[config.mk]
export PLATFORM = sky130hd
export DESIGN_NAME = ble_telemetry_tx_flat
export DESIGN_NICKNAME = d
export VERILOG_FILES = /design/src/rtl/ble_telemetry_tx_if.sv /design/src/rtl/ble_telemetry_tx.sv /design/src/flat_wrapper.sv
export SDC_FILE = /design/constraint.sdc
export NUM_CORES = 1
export LEC_CHECK = 0
export ABC_AREA = 0
export BUFFER_PORTS_ARGS = -buffer_cell sky130_fd_sc_hd__buf_4
export CORE_MARGIN = 2
export CORE_UTILIZATION = 35
export CTS_CLUSTER_SIZE = 28
export DETAILED_ROUTE_END_ITERATION = 10
export HOLD_SLACK_MARGIN = 0.15
export PLACE_DENSITY_LB_ADDON = 0.3
export REMOVE_ABC_BUFFERS = 1
export SLEW_MARGIN = 20
export SYNTH_ARGS = -nofsm -noshare
export SYNTH_HDL_FRONTEND = slang
export SYNTH_SLANG_ARGS = --single-unit
[constraint.sdc]
create_clock -name clk -period 5.9 [get_ports clk]
set_clock_uncertainty 0.1 [all_clocks]
set_input_delay 0 -clock clk [delete_from_list [all_inputs] [get_ports clk]]
set_output_delay 0 -clock clk [all_outputs]
set_load 0.01 [all_outputs]
[src/rtl/ble_telemetry_tx_if.sv]
// Signal bundle between the telemetry frame source and the BLE UART transmitter.
interface ble_telemetry_tx_if #(
   parameter int NUM_BYTES = 10
);
   logic                   send_req;
   logic [NUM_BYTES*8-1:0] payload;
   logic                   txd;
   logic                   busy;
   logic                   done;
   logic [7:0]             dropped_cnt;

   modport master (
      output send_req, payload,
      input  txd, busy, done, dropped_cnt
   );

   modport slave (
      input  send_req, payload,
      output txd, busy, done, dropped_cnt
   );
endinterface

[src/rtl/ble_telemetry_tx.sv]
// Sends one framed telemetry packet (sync, payload, XOR checksum, newline) as 8N1 UART
// on request, snapshotting the payload at accept time.
module ble_telemetry_tx #(
   parameter int         CLK_FREQ  = 100_000_000,
   parameter int         BAUD      = 115200,
   parameter int         NUM_BYTES = 10,
   parameter logic [7:0] SYNC_BYTE = 8'hA5
) (
   input logic               clk,
   input logic               rst,
   ble_telemetry_tx_if.slave bus
);
   localparam int CLKS_PER_BIT = CLK_FREQ / BAUD;
   localparam int CNT_W        = (CLKS_PER_BIT > 1) ? $clog2(CLKS_PER_BIT) : 1;
   localparam int FRAME_LEN    = NUM_BYTES + 3;
   localparam int BIDX_W       = $clog2(FRAME_LEN);
   localparam int FRAME_SLOTS  = 1 << BIDX_W;

   typedef enum logic [1:0] {ST_IDLE, ST_START, ST_DATA, ST_STOP} state_t;

   function automatic logic [7:0] xor_bytes(input logic [NUM_BYTES*8-1:0] v);
      logic [7:0] x;
      x = 8'h00;
      for (int k = 0; k < NUM_BYTES; k++) begin
         x = x ^ v[8*k +: 8];
      end
      return x;
   endfunction

   state_t                 state_r, state_nxt_s;
   logic [CNT_W-1:0]       clk_cnt_r, clk_cnt_nxt_s;
   logic [2:0]             bit_idx_r, bit_idx_nxt_s;
   logic [BIDX_W-1:0]      byte_idx_r, byte_idx_nxt_s;
   logic [NUM_BYTES*8-1:0] payload_r;
   logic [7:0]             csum_s;
   logic [7:0]             frame_s [FRAME_SLOTS];
   logic                   bit_end_s, last_byte_s, accept_s;
   logic                   txd_nxt_s, busy_nxt_s, done_nxt_s;
   logic                   txd_r, busy_r, done_r;
   logic [7:0]             dropped_r;

   assign bit_end_s   = (clk_cnt_r == CNT_W'(CLKS_PER_BIT - 1));
   assign last_byte_s = (byte_idx_r == BIDX_W'(FRAME_LEN - 1));
   assign accept_s    = (state_r == ST_IDLE) && bus.send_req;
   assign csum_s      = xor_bytes(payload_r);

   // Byte-select table indexed by byte position; unused slots pad the index range.
   always_comb begin
      for (int k = 0; k < FRAME_SLOTS; k++) begin
         frame_s[k] = 8'hFF;
      end
      frame_s[0] = SYNC_BYTE;
      for (int k = 0; k < NUM_BYTES; k++) begin
         frame_s[k+1] = payload_r[8*k +: 8];
      end
      frame_s[NUM_BYTES+1] = csum_s;
      frame_s[NUM_BYTES+2] = 8'h0A;
   end

   // State, bit/byte counters and payload snapshot.
   always_ff @(posedge clk or posedge rst) begin
      if (rst) begin
         state_r    <= ST_IDLE;
         clk_cnt_r  <= '0;
         bit_idx_r  <= 3'd0;
         byte_idx_r <= '0;
         payload_r  <= '0;
      end else begin
         state_r    <= state_nxt_s;
         clk_cnt_r  <= clk_cnt_nxt_s;
         bit_idx_r  <= bit_idx_nxt_s;
         byte_idx_r <= byte_idx_nxt_s;
         if (accept_s) begin
            payload_r <= bus.payload;
         end
      end
   end

   // Next-state and counter sequencing through start, data and stop bits of each byte.
   always_comb begin
      state_nxt_s    = state_r;
      clk_cnt_nxt_s  = clk_cnt_r + CNT_W'(1);
      bit_idx_nxt_s  = bit_idx_r;
      byte_idx_nxt_s = byte_idx_r;
      case (state_r)
         ST_IDLE: begin
            clk_cnt_nxt_s = '0;
            if (accept_s) begin
               state_nxt_s    = ST_START;
               bit_idx_nxt_s  = 3'd0;
               byte_idx_nxt_s = '0;
            end else begin
               state_nxt_s = ST_IDLE;
            end
         end
         ST_START: begin
            if (bit_end_s) begin
               state_nxt_s   = ST_DATA;
               clk_cnt_nxt_s = '0;
               bit_idx_nxt_s = 3'd0;
            end else begin
               state_nxt_s = ST_START;
            end
         end
         ST_DATA: begin
            if (bit_end_s) begin
               clk_cnt_nxt_s = '0;
               if (bit_idx_r == 3'd7) begin
                  state_nxt_s = ST_STOP;
               end else begin
                  bit_idx_nxt_s = bit_idx_r + 3'd1;
               end
            end else begin
               state_nxt_s = ST_DATA;
            end
         end
         ST_STOP: begin
            if (bit_end_s) begin
               clk_cnt_nxt_s = '0;
               if (last_byte_s) begin
                  state_nxt_s    = ST_IDLE;
                  byte_idx_nxt_s = '0;
               end else begin
                  state_nxt_s    = ST_START;
                  byte_idx_nxt_s = byte_idx_r + BIDX_W'(1);
               end
            end else begin
               state_nxt_s = ST_STOP;
            end
         end
         default: begin
            state_nxt_s    = ST_IDLE;
            clk_cnt_nxt_s  = '0;
            bit_idx_nxt_s  = 3'd0;
            byte_idx_nxt_s = '0;
         end
      endcase
   end

   // Outputs derived from the upcoming state so the registered line changes on the bit boundary.
   always_comb begin
      txd_nxt_s  = 1'b1;
      busy_nxt_s = (state_nxt_s != ST_IDLE);
      done_nxt_s = (state_r == ST_STOP) && bit_end_s && last_byte_s;
      case (state_nxt_s)
         ST_IDLE:  txd_nxt_s = 1'b1;
         ST_START: txd_nxt_s = 1'b0;
         ST_DATA:  txd_nxt_s = frame_s[byte_idx_nxt_s][bit_idx_nxt_s];
         ST_STOP:  txd_nxt_s = 1'b1;
         default:  txd_nxt_s = 1'b1;
      endcase
   end

   // Glitch-free registered outputs and saturating dropped-request counter.
   always_ff @(posedge clk or posedge rst) begin
      if (rst) begin
         txd_r     <= 1'b1;
         busy_r    <= 1'b0;
         done_r    <= 1'b0;
         dropped_r <= 8'd0;
      end else begin
         txd_r  <= txd_nxt_s;
         busy_r <= busy_nxt_s;
         done_r <= done_nxt_s;
         if (bus.send_req && busy_r && (dropped_r != 8'hFF)) begin
            dropped_r <= dropped_r + 8'd1;
         end
      end
   end

   assign bus.txd         = txd_r;
   assign bus.busy        = busy_r;
   assign bus.done        = done_r;
   assign bus.dropped_cnt = dropped_r;
endmodule
[src/flat_wrapper.sv]
// flat-port wrapper written by rule: the top's interface ports become plain ports
module ble_telemetry_tx_flat 
#(
   parameter int         CLK_FREQ  = 100_000_000,
   parameter int         BAUD      = 115200,
   parameter int         NUM_BYTES = 10,
   parameter logic [7:0] SYNC_BYTE = 8'hA5
)
  (clk, rst, bus_send_req, bus_payload, bus_txd, bus_busy, bus_done, bus_dropped_cnt);
  ble_telemetry_tx_if #(.NUM_BYTES(NUM_BYTES)) bus_i ();
  input logic clk;
  input logic rst;
  input wire logic [$bits(bus_i.send_req)-1:0] bus_send_req;
  input wire logic [$bits(bus_i.payload)-1:0] bus_payload;
  output wire logic [$bits(bus_i.txd)-1:0] bus_txd;
  output wire logic [$bits(bus_i.busy)-1:0] bus_busy;
  output wire logic [$bits(bus_i.done)-1:0] bus_done;
  output wire logic [$bits(bus_i.dropped_cnt)-1:0] bus_dropped_cnt;
  assign bus_i.send_req = bus_send_req;
  assign bus_i.payload = bus_payload;
  assign bus_txd = bus_i.txd;
  assign bus_busy = bus_i.busy;
  assign bus_done = bus_i.done;
  assign bus_dropped_cnt = bus_i.dropped_cnt;
  ble_telemetry_tx #(.CLK_FREQ(CLK_FREQ), .BAUD(BAUD), .NUM_BYTES(NUM_BYTES), .SYNC_BYTE(SYNC_BYTE)) u_core (.clk(clk), .rst(rst), .bus(bus_i));
endmodule
* After elaboration in Yosys (flattened, before gate mapping)
Cells that the tools add are included.
** Storage, ports and cells
- Flip-flop bits (word level) :: 110
- Bits of input ports :: 83
- Output and inout port bits :: 11
- Word-level logic and storage cells :: 69
** Operators by class
- Add/subtract/negate cells :: 4
- $lt $le $gt $ge :: 2
- Equality and inequality tests :: 10
- Muxes and demuxes :: 24
- Bitwise operators :: 10
- Reduce and logical (&&, ||, !) cells :: 10
** Operators by type and width (count)
- bitwise XOR 8 bit :: 9
- binary-select mux 8 bit (select 4 bit) :: 1
- case mux 10 bit (2 select lines) :: 1
- 2-to-1 mux 8 bit :: 2
- 2-to-1 mux 3 bit :: 4
- 2-to-1 mux 4 bit :: 3
- adder 10 x 1 -> 10 bit, second input constant :: 1
- == test 10 bit, second input constant :: 1
- 2-to-1 mux 10 bit :: 1
- case mux 3 bit (3 select lines) :: 1
- adder 8 x 1 -> 8 bit, second input constant :: 1
- == test 2 bit, second input constant :: 4
- 2-to-1 mux 2 bit :: 4
- inequality test 8 bit, second input constant :: 1
- case mux 2 bit (4 select lines) :: 1
- case mux 4 bit (2 select lines) :: 1
- greater-or-equal comparator 5 bit, second input constant :: 1
- logical AND 1 bit :: 5
- NOT 4 -> 5 bit :: 1
- adder 4 x 1 -> 4 bit, second input constant :: 1
- == test 2 x 1 -> 1 bit, second input constant :: 2
- == test 4 bit, second input constant :: 1
- zero test 2 bit :: 2
- less-than comparator 3 x 4 -> 1 bit, second input constant :: 1
- 8 further kinds :: 10

* Longest topological paths before layout
Gate-level depths: netlist of the first run.
- Depth after elaboration :: 15
- Mapped depth :: 16
- Gate-level depth less buffers :: 13

* Worst setup path before layout of the first run
OpenSTA, ideal clock, no wires.
- Path kind :: register to register
- From :: reg u_core.clk_cnt_r[0]
- To :: reg u_core.txd_r (netlist: u_core.bus.txd)
- Library setup time :: 86 ps
- Data arrival time :: 2902 ps
- Required time :: 5714 ps
- Path slack :: 2812 ps
- Stages on the path, launching flop included :: 15
- Path buffers :: 2
- Period minus slack after synthesis :: 3088 ps
- Cells stage by stage :: dfrtp_1 ha_1 or3b_4 nor3_4 a41oi_4 and2_1 buf_6 inv_2 buf_6 mux2_2 a221oi_1 a211o_1 o2111ai_1 nand4_1 o221ai_2
** Between the ends
- Longest elaborated chain between the ends :: 10
- Elaborated cells on any way between the ends :: 22
- Those cells by class :: eq/ne: 4; mux: 15; bitwise: 1; reduce/logical: 2
** Ends and longest elaborated chain
- start: declaration :: RTL line ble_telemetry_tx.sv:31 : logic [CNT_W-1:0] clk_cnt_r, clk_cnt_nxt_s;
- start signal: assignment :: RTL line ble_telemetry_tx.sv:70 : clk_cnt_r <= clk_cnt_nxt_s;
- == test 10 bit * :: RTL line ble_telemetry_tx.sv:42 : assign bit_end_s = (clk_cnt_r == CNT_W'(CLKS_PER_BIT - 1));
- 2-to-1 mux 4 bit :: RTL line ble_telemetry_tx.sv:118 : if (bit_end_s) begin
- case mux 4 bit (2 select lines) :: RTL line ble_telemetry_tx.sv:85 : case (state_r)
- NOT 4 -> 5 bit (implied by the code) :: RTL line ble_telemetry_tx.sv:148 : ST_DATA: txd_nxt_s = frame_s[byte_idx_nxt_s][bit_idx_nxt_s];
- binary-select mux 8 bit (select 4 bit) :: RTL line ble_telemetry_tx.sv:148
- 2-to-1 mux 8 bit (implied by the code) (2 in a row) :: RTL line ble_telemetry_tx.sv:148
- binary-select mux 1 bit (select 3 bit) :: RTL line ble_telemetry_tx.sv:148
- 2-to-1 mux 1 bit (implied by the code) :: RTL line ble_telemetry_tx.sv:148
- case mux 1 bit (3 select lines) * :: RTL line ble_telemetry_tx.sv:145 : case (state_nxt_s)
- via u_core.txd_nxt_s :: RTL line ble_telemetry_tx.sv:38 : logic txd_nxt_s, busy_nxt_s, done_nxt_s;
- end signal: assignment :: RTL line ble_telemetry_tx.sv:162 : txd_r <= txd_nxt_s;
- end: declaration :: RTL line ble_telemetry_tx.sv:39 : logic txd_r, busy_r, done_r;
Mark *: on every way through the listed nets, which the timed path passes. The rest lies on a longest branch. The select of a mux whose other input is x is not followed.
A chain may end at the register's enable or synchronous reset.

* Final worst setup path of the first run
- From :: reg u_core.state_r[0]
- To :: reg u_core.txd_r (netlist: u_core.bus.txd)
** Between the ends
- Longest elaborated chain between the ends :: 11
- Elaborated cells on any way between the ends :: 25
- Those cells by class :: eq/ne: 6; mux: 14; bitwise: 1; reduce/logical: 4
** Ends and longest elaborated chain
- start: declaration :: RTL line ble_telemetry_tx.sv:30 : state_t state_r, state_nxt_s;
- start signal: assignment :: RTL line ble_telemetry_tx.sv:69 : state_r <= state_nxt_s;
- zero test 2 bit :: RTL line ble_telemetry_tx.sv:44, ble_telemetry_tx.sv:85
- logical AND 1 bit :: RTL line ble_telemetry_tx.sv:44 : assign accept_s = (state_r == ST_IDLE) && bus.send_req;
- 2-to-1 mux 4 bit :: RTL line ble_telemetry_tx.sv:88 : if (accept_s) begin
- case mux 4 bit (2 select lines) :: RTL line ble_telemetry_tx.sv:85
- NOT 4 -> 5 bit (implied by the code) :: RTL line ble_telemetry_tx.sv:148
- binary-select mux 8 bit (select 4 bit) :: RTL line ble_telemetry_tx.sv:148
- 2-to-1 mux 8 bit (implied by the code) (2 in a row) :: RTL line ble_telemetry_tx.sv:148
- binary-select mux 1 bit (select 3 bit) :: RTL line ble_telemetry_tx.sv:148
- 2-to-1 mux 1 bit (implied by the code) :: RTL line ble_telemetry_tx.sv:148
- case mux 1 bit (3 select lines) * :: RTL line ble_telemetry_tx.sv:145
- via u_core.txd_nxt_s :: RTL line ble_telemetry_tx.sv:38
Marks and branches as above.

==> flow_summary_export.csv, run 1 <==
group,metric,value,unit
setup_path,end_kind,"flop",
synthesis,synth_seq_cells,110,
layout,drive_gt1_share,31.7,%
clock_tree,path_clk_slew,0.07,ns
power_and_ir_drop,p_leak,3.70,nW
setup_path,crit_required,6.09,ns
detailed_routing,drc,0,
detailed_routing,ant_nets,0,
min_path,hold_path.class,"in2reg",
timing,rsz0062_at_grt,"no",
synthesis,netlist_area,0.00628,mm²
synthesis,synth_seq_area_share,43.8,%
floorplan,die_w,138,µm
layout,num_antenna_cells,0,
synthesis,synthDominantCellAreaShare,43.4,%
synthesis,synth_area_leaders,"dfrtp_1 43%, mux2_2 16%, xnor2_1 8.4%",
synthesis,async_flop_share,100,%
synthesis,synth_edf_count,0,
timing,maxSlewHeadroom,47.6,%
detailed_routing,dr.pass1.iters,5,
floorplan,initial_core_util,36.1,%
synthesis,syn_avg_cell_area,11.8,µm²
clock_tree,clk_path_buf_depth,2,
layout,utilization,48.0,%
detailed_routing,via_count,4761,
timing,tns,0,ns
synthesis,synth_cell_types,68,
synthesis,yosys_warnings,0,
placed_design,port_buffers,93,
detailed_routing,drt_iter0_markers,282,
layout,area_growth,33.0,%
floorplan,die-area,0.0190,mm²
synthesis,ys.flop_type,"dfrtp_1",
timing,worst_slew_pin_slew,0.786,ns
clock_tree,post-cts-setup-buffer-count,0,
floorplan,std_cell_rows,48,
grt,grt_max_degree,85,
clock_tree,htree_levels,3,
detailed_routing,routed_wl,15100,µm
clock_tree,tritoncts,"built",
synthesis,syn-instance-count,533,
floorplan,core_area,0.0174,mm²
timing,drv_slew,0,
grt,gr-usage-all-layers,17.0,%
synthesis,synth_top_area_cell,"dfrtp_1",
grt,globalRouteOverflowTotal,0,
placed_design,place.gp.congestion,0.842,
power_and_ir_drop,power_density,457,mW/mm²
floorplan,die_h,138,µm
grt,grt_pass1_wl,25300,µm
grt,grt_pass1_vias,5086,
setup_path,critPathMaxFanout,23,
detailed_routing,viasPerCell,5.10,
timing,max_freq,249,MHz
placed_design,dp_slack,2.03,ns
timing,timing.final.crit_share,68.1,%
clock_tree,root_buffer,"clkbuf_16",
timing,finalSetupViolations,0,
power_and_ir_drop,total_power,3.82,mW
timing,fin_crit,4.02,ns
setup_path,reg2reg_setup_slack,1.88,ns
status,outcome,"finished, final reports clean",
grt,antenna_found_initial,0,
clock_tree,cts_buffers,9,
clock_tree,cts.sinks,110,
clock_tree,postCtsHoldBufs,83,
flow_run,maxCapViolCount,0,
clock_tree,cts_resized,0,
detailed_routing,route.detailed.wl_per_inst,16.2,µm
setup_path,crit_path_start_kind,"flop",
floorplan,io_pins,94,
setup_path,path_class,"reg2reg",
layout,fin_nets,801,
placed_design,hpwl,10500,µm
timing,setup_slack,1.88,ns
timing,final_hold_viol_count,0,
power_and_ir_drop,peakVddDrop,0.000221,V
clock_tree,clk_latency,0.36,ns
setup_path,crit_arrival,4.20,ns
## sequential cells by signal (all words and copies together) (netlist names)
signal                  flops
u_core.payload_r           80
u_core.clk_cnt_r           10
u_core.bus.dropped_cnt      8
u_core.byte_idx_r           4
u_core.bit_idx_r            3
u_core.state_r              2
u_core.bus.busy             1
u_core.bus.done             1
u_core.bus.txd              1
## final cells by class
class	instances	area, µm²
Fill cell	1590	9060
Multi-Input combinational cell	384	3330
Sequential cell	110	2750
Timing Repair Buffer	180	1580
Tap cell	225	282
Clock buffer	10	239
Clock inverter	6	90.1
Inverter	19	73.8
## stage by stage
step | cell area, µm² | hold WS (ns) | std cells
final | 8350 | 0.306 | 934
after floorplan | 6150 | 0.0509 | 513
after CTS | 8320 | 0.297 | 933
after global placement | 7160 | -0.103 | 834
after detailed placement | 7160 | -0.0895 | 834
after global routing | 8350 | 0.314 | 934
## metal layers
metal  track usage (%)  vias up  share of wire (%)
met5                 0        -                  0
li1                  -     2270                  -
met4              6.46        0                2.1
met2              30.2      108                 51
met1              20.9     2360                 43
met3              2.49       23                3.4
## where the power goes
group	internal [mW]	leakage, nW	switching (mW)
clock	0.386	0.159	0.288
combinational	1.07	2.20	0.675
sequential	1.07	1.33	0.325
total	2.53	3.70	1.29
## cell families after synthesis
logic type                 share of synthesized area (%)
buffers and inverters                               3.23
muxes                                               19.7
and+or+nand+nor                                     9.56
adders and majority gates                           2.79
DFF                                                 43.8
AOI/OAI and AO/OA                                   8.67
xor gates and xnor gates                            12.3
## cell usage after synthesis, drive strengths merged (3+ instances only)
cell type / n
a21oi: 14
a221oi: 5
a311oi: 5
a31oi: 5
a41oi: 4
and2: 4
and3: 6
buf: 7
clkbuf: 13
dfrtp: 109
ha: 14
inv: 19
mux2: 89
mux2i: 22
nand2: 33
nand3: 18
nand4: 8
nor2: 19
nor3: 4
o2111ai: 4
o21ai: 7
o22ai: 3
o311ai: 3
xnor2: 60
xnor3: 5
xor2: 15
## cells in the final DEF, fill, tap and decap left out, types with 3 or more instances in the layout
| cell | instances |
|---|---|
| nor3_1 | 3 |
| and3_1 | 4 |
| inv_1 | 15 |
| inv_2 | 3 |
| o22ai_1 | 3 |
| a311oi_1 | 5 |
| dlygate4sd3_1 | 83 |
| and2_1 | 3 |
| mux2i_1 | 21 |
| xnor2_1 | 60 |
| a31oi_1 | 5 |
| clkbuf_16 | 9 |
| a221oi_1 | 5 |
| dfrtp_1 | 109 |
| nand3_1 | 17 |
| ha_1 | 14 |
| buf_4 | 95 |
| nor2_1 | 18 |
| nand4_1 | 8 |
| nand2_1 | 32 |
| o2111ai_1 | 4 |
| o21ai_0 | 7 |
| xor2_1 | 15 |
| mux2_2 | 89 |
| a21oi_1 | 14 |
| xnor3_1 | 5 |
## critical path: stages (launching register included)
cell and delay (ns):
dfrtp_1 0.44, inv_1 0.12, ha_1 0.26, nor2b_1 0.19
or2_2 0.30, o21ai_0 0.21, and2_0 0.17, buf_4 0.30
inv_1 0.36, nor2_1 0.53, a22o_1 0.24, o22ai_1 0.09
a22o_1 0.25, o211a_1 0.22, o221ai_2 0.15
## final timing paths
check / end / depth (start not counted) / startpoint
min: u_core.payload_r[76] / 3 / bus_payload[76]
min reg2reg: u_core.clk_cnt_r[0] / 1 / u_core.clk_cnt_r[0]
min in group asynchronous: u_core.clk_cnt_r[8] / 4 / rst
max reg2reg: u_core.bus.txd / 14 / u_core.state_r[0]
max in group asynchronous: u_core.payload_r[16] / 5 / rst
max: u_core.bus.txd / 14 / u_core.state_r[0]
No activity file was read; power rests on OpenSTA's default activity.
==> inputs of run 2 (changes only) <==
Clock period 5.9 ns to 4.2 ns, I/O delays scaled along.
==> run 2 against run 1 <==
Combinational power up 41%. First-iteration DRC count down 14%. Critical endpoint unchanged. Clock-buffer cell count up 1. Cell area down 0.72%. Global-route usage up 0.11 points. Sequential cell count unchanged. Fmax up 7.6%. Critical path depth down 2.
==> flow_summary_export.csv, run 2 (same netlist as run 1, synthesis figures left out) <==
group,metric,value,unit
timing,timing.final.crit_share,88.9,%
detailed_routing,dr.pass1.iters,5,
timing,finalSetupViolations,0,
floorplan,die-area,0.0190,mm²
clock_tree,cts.sinks,110,
floorplan,std_cell_rows,48,
timing,tns,0,ns
layout,drive_gt1_share,31.8,%
status,outcome,"finished, final reports clean",
clock_tree,cts_buffers,9,
setup_path,crit_arrival,3.91,ns
floorplan,initial_core_util,36.1,%
clock_tree,root_buffer,"clkbuf_16",
power_and_ir_drop,power_density,632,mW/mm²
clock_tree,clk_path_buf_depth,2,
floorplan,die_h,138,µm
floorplan,io_pins,94,
layout,fill_cells,1586,
timing,max_freq,268,MHz
grt,grt_pass1_wl,25400,µm
timing,fin_crit,3.73,ns
setup_path,reg2reg_to,"u_core.bus.txd",
min_path,hold_path.class,"in2async",
setup_path,crit_path_start_kind,"flop",
layout,num_antenna_cells,0,
power_and_ir_drop,peakVddDrop,0.000285,V
layout,largest_register_ffs,80,
clock_tree,tritoncts,"built",
layout,final_cell_mix,"109 x dfrtp_1, 99 x buf_4, 89 x mux2_2",
setup_path,end_kind,"flop",
grt,gr-usage-all-layers,17.1,%
setup_path,critPathMaxFanout,22,
placed_design,place.gp.congestion,0.869,
grt,grt_pass1_vias,5127,
clock_tree,cts_resized,0,
timing,rsz0062_at_grt,"no",
detailed_routing,ant_nets,0,
layout,area_growth,32.0,%
floorplan,die_w,138,µm
detailed_routing,routed_wl,15100,µm
timing,drv_slew,0,
timing,final_hold_viol_count,0,
floorplan,core_area,0.0174,mm²
flow_run,maxCapViolCount,0,
power_and_ir_drop,p_leak,3.67,nW
setup_path,crit_required,4.38,ns
grt,grt_max_degree,81,
placed_design,hpwl,10400,µm
setup_path,path_class,"reg2reg",
detailed_routing,drt_iter0_markers,243,
clock_tree,htree_levels,3,
layout,largest_register,"u_core.payload_r",
timing,maxSlewHeadroom,32.2,%
detailed_routing,viasPerCell,5.07,
placed_design,port_buffers,93,
clock_tree,path_clk_slew,0.07,ns
setup_path,reg2regPathDepth,12,
layout,fin_nets,802,
grt,globalRouteOverflowTotal,0,
detailed_routing,drc,0,
layout,layout_commonest_cell,"dfrtp_1",
detailed_routing,via_count,4742,
clock_tree,clk_latency,0.35,ns
detailed_routing,route.detailed.wl_per_inst,16.2,µm
setup_path,r2r-start,"u_core.clk_cnt_r[0]",
grt,antenna_found_initial,0,
placed_design,placedCellCount,837,
layout,final_cell_count_no_fill,935,
setup_path,reg2reg_setup_slack,0.47,ns
timing,worst_slew_pin_slew,1.02,ns
run 2: how the worst max path moves through the flow:
stage	start	endpoint	slack [ns]	cells past startpoint
after floorplan	u_core.state_r[0]	u_core.bus.txd	0.34	12
after detailed placement	u_core.clk_cnt_r[0]	u_core.bus.txd	0.51	12
after global routing	u_core.clk_cnt_r[0]	u_core.bus.txd	0.22	12
after CTS	u_core.clk_cnt_r[0]	u_core.bus.txd	0.49	12
final	u_core.clk_cnt_r[0]	u_core.bus.txd	0.47	12
after global placement	u_core.clk_cnt_r[0]	u_core.bus.txd	0.66	12
run 2: final cells by class:
cell class	count	area (µm²)	area share [%]
clock buffers	11	243	2.93
clock inverters	5	42.5	0.513
inverters	19	76.3	0.920
multi-input cells	384	3330	40.2
flip-flops and latches	110	2750	33.2
well taps	225	282	3.39
repair buffers	181	1560	18.9
run 2: power breakdown:
group	leakage, nW	switching (mW)	internal (mW)
Clock	0.136	0.399	0.425
Sequential	1.33	0.459	1.51
Combinational	2.20	0.952	1.49
Total	3.67	1.81	3.43
run 2: critical path, cell delays in order, from the launching register on:
cell	delay (ns)
dfrtp_1	0.38
ha_1	0.22
or3b_4	0.43
nor3_4	0.32
a41oi_4	0.25
and2_1	0.24
inv_2	0.34
mux2_2	0.38
a221oi_1	0.25
a21oi_1	0.07
a32oi_1	0.34
o211a_1	0.23
o221ai_2	0.10
run 2: timing repair:
item                                   in CTS  in global routing
endpoints found under the hold margin     164                  0
setup buffers                               0                  0
hold buffers                               82                  0
run 2: routing by layer:
metal  track usage, %  vias to the layer above  share of wire (%)
met5                0                        -                  0
met4             4.88                        0                1.4
met3             3.47                       14                4.0
met2             30.5                      108                 51
met1             21.0                     2363                 44
li1                 -                     2257                  -
run 2: through the flow:
step	total power [mW]	cell area, µm²	util, %	hold slack [ns]	worst slack, ns
after detailed placement	4.39	7180	41.3	0.136	0.509
after CTS	5.31	8290	47.6	0.300	0.486
after global routing	5.62	8290	47.6	0.305	0.221
final	5.24	8290	47.6	0.221	0.468
after floorplan	3.83	6150	-	0.0509	0.337
after global placement	4.33	7180	41.3	0.133	0.664
==> inputs of run 3 (changes only) <==
Settings changed: PLACE_DENSITY_LB_ADDON 0.3 to default.
==> run 3 against run 2 <==
Sequential cell count did not move. Cell area is essentially flat. Final cell count up 0.11%. Hold slack lost 0.0060 ns. Wire length barely moved. Power increased by 0.18%. Register-to-register slack barely moved. Sequential share of layout area about the same. Combinational power hardly changed. Via count grew 0.36%. Core utilization about the same. Clock power grew 1%. Largest cell class unchanged. Highest routed layer unchanged.
==> flow_summary_export.csv, run 3 (same netlist as run 1, synthesis figures left out) <==
group,metric,value,unit
layout,largest_register,"u_core.payload_r",
setup_path,end_kind,"flop",
detailed_routing,dr.pass1.iters,5,
grt,grt_max_degree,81,
clock_tree,postCtsHoldBufs,82,
clock_tree,clk_latency,0.36,ns
timing,max_freq,267,MHz
flow_run,maxCapViolCount,0,
layout,multi_input_area,0.00333,mm²
detailed_routing,route.detailed.wl_per_inst,16.2,µm
grt,globalRouteOverflowTotal,0,
detailed_routing,drt_iter0_markers,344,
detailed_routing,drc,0,
timing,finalSetupViolations,0,
timing,timing.final.crit_share,89.2,%
timing,final_hold_viol_count,0,
status,outcome,"finished, final reports clean",
clock_tree,cts_resized,0,
setup_path,crit_buf_inv,1,
clock_tree,root_buffer,"clkbuf_16",
layout,num_antenna_cells,0,
layout,layout_commonest_cell,"dfrtp_1",
clock_tree,clk_path_buf_depth,2,
clock_tree,cts.sinks,110,
power_and_ir_drop,power_density,632,mW/mm²
min_path,hold_path.class,"in2async",
grt,gr-usage-all-layers,17.3,%
layout,fin_nets,803,
clock_tree,tritoncts,"built",
floorplan,die_w,138,µm
setup_path,crit_required,4.39,ns
timing,tns,0,ns
grt,grt_pass1_vias,5042,
grt,grtUsageMet2,28.6,%
power_and_ir_drop,peakVddDrop,0.000284,V
placed_design,hpwl,10600,µm
timing,rsz0062_at_grt,"no",
layout,largest_register_ffs,80,
setup_path,critPathMaxFanout,22,
floorplan,die_h,138,µm
power_and_ir_drop,p_leak,3.67,nW
setup_path,slowest_stage,"or3b_4",
placed_design,postPlaceCellArea,0.00719,mm²
floorplan,core_area,0.0174,mm²
clock_tree,htree_levels,3,
setup_path,max_stage_delay,0.43,ns
setup_path,path_class,"reg2reg",
detailed_routing,routed_wl,15100,µm
layout,fin_area,0.00830,mm²
setup_path,cpLargestDelayFamily,"compound AO/OA/AOI/OAI gates",
detailed_routing,ant_nets,0,
layout,area_growth,32.1,%
timing,worst_slew_pin_slew,1.02,ns
detailed_routing,via_count,4759,
layout,fill_cells,1603,
setup_path,crit_arrival,3.93,ns
layout,drive_gt1_share,32.1,%
floorplan,initial_core_util,36.1,%
clock_tree,post-cts-setup-buffer-count,0,
detailed_routing,viasPerCell,5.08,
floorplan,io_pins,94,
layout,final_cell_mix,"109 x dfrtp_1, 100 x buf_4, 89 x mux2_2",
grt,grt_use_met3,3.00,%
floorplan,std_cell_rows,48,
layout,regArea,0.00275,mm²
clock_tree,path_clk_slew,0.08,ns
timing,maxSlewHeadroom,32.2,%
clock_tree,cts_buffers,9,
placed_design,port_buffers,93,
grt,busiest_layer,"met2",
grt,grt_use_met1,22.4,%
timing,drv_slew,0,
timing,fin_crit,3.74,ns
grt,antenna_found_initial,0,
grt,grt_pass1_wl,25600,µm
setup_path,crit_path_start_kind,"flop",
setup_path,worstPathCellList,"ha_1, or3b_4, nor3_4, a41oi_4, and2_1, inv_2, mux2_2, a221oi_1, a21oi_1, a32oi_1, o211a_1, o221ai_2",
placed_design,place.gp.congestion,0.813,
floorplan,die-area,0.0190,mm²
## run 3: routing by layer
metal  vias to the layer above  wire length [µm]  part of all wire [%]
met2                       118              7470                    49
li1                       2260                 -                     -
met3                        34               559                   3.7
met5                         -                 0                     0
met4                         0               379                   2.5
met1                      2347              6730                    44
## run 3: report_power, final
part	internal (mW)	switching (mW)	total (mW)
combinational	1.49	0.933	2.43
sequential	1.51	0.477	1.99
clock	0.422	0.412	0.834
## run 3: cell type report
type / count / area share, %
multi-input combinational: 384 / 40.1
sequential: 110 / 33.2
timing repair buffer: 182 / 18.9
tap: 225 / 3.39
clock buffer: 10 / 2.88
inverter: 19 / 0.920
clock inverter: 6 / 0.543
## run 3: metrics by stage
step / utilization, % / setup slack, ns / hold slack (ns) / cells / total power [mW]
2_1_floorplan: - / 0.337 / 0.0509 / 513 / 3.83
3_3_place_gp: 41.3 / 0.642 / 0.133 / 838 / 4.34
3_5_place_dp: 41.3 / 0.474 / 0.136 / 838 / 4.39
4_1_cts: 47.6 / 0.460 / 0.294 / 936 / 5.31
5_1_grt: 47.7 / 0.202 / 0.305 / 936 / 5.62
6_report: 47.7 / 0.455 / 0.215 / 936 / 5.25
## run 3: final timing paths
kind                                           from                    to  depth (start not counted)  slack, ns
worst max-delay path            u_core.clk_cnt_r[0]        u_core.bus.txd                         12       0.46
worst min-delay path                            rst  u_core.payload_r[56]                          3       0.22
worst max register to register  u_core.clk_cnt_r[0]        u_core.bus.txd                         12       0.46
worst min register to register  u_core.clk_cnt_r[0]   u_core.clk_cnt_r[0]                          1       0.39
max in group asynchronous                       rst        u_core.bus.txd                          4       2.83
min in group clk                     bus_payload[1]   u_core.payload_r[1]                          3       0.30
## run 3: tightest hold or removal path, stage by stage
cell,delay (ns)
dlygate4sd3_1,0.53
buf_4,0.15
inv_6,0.49
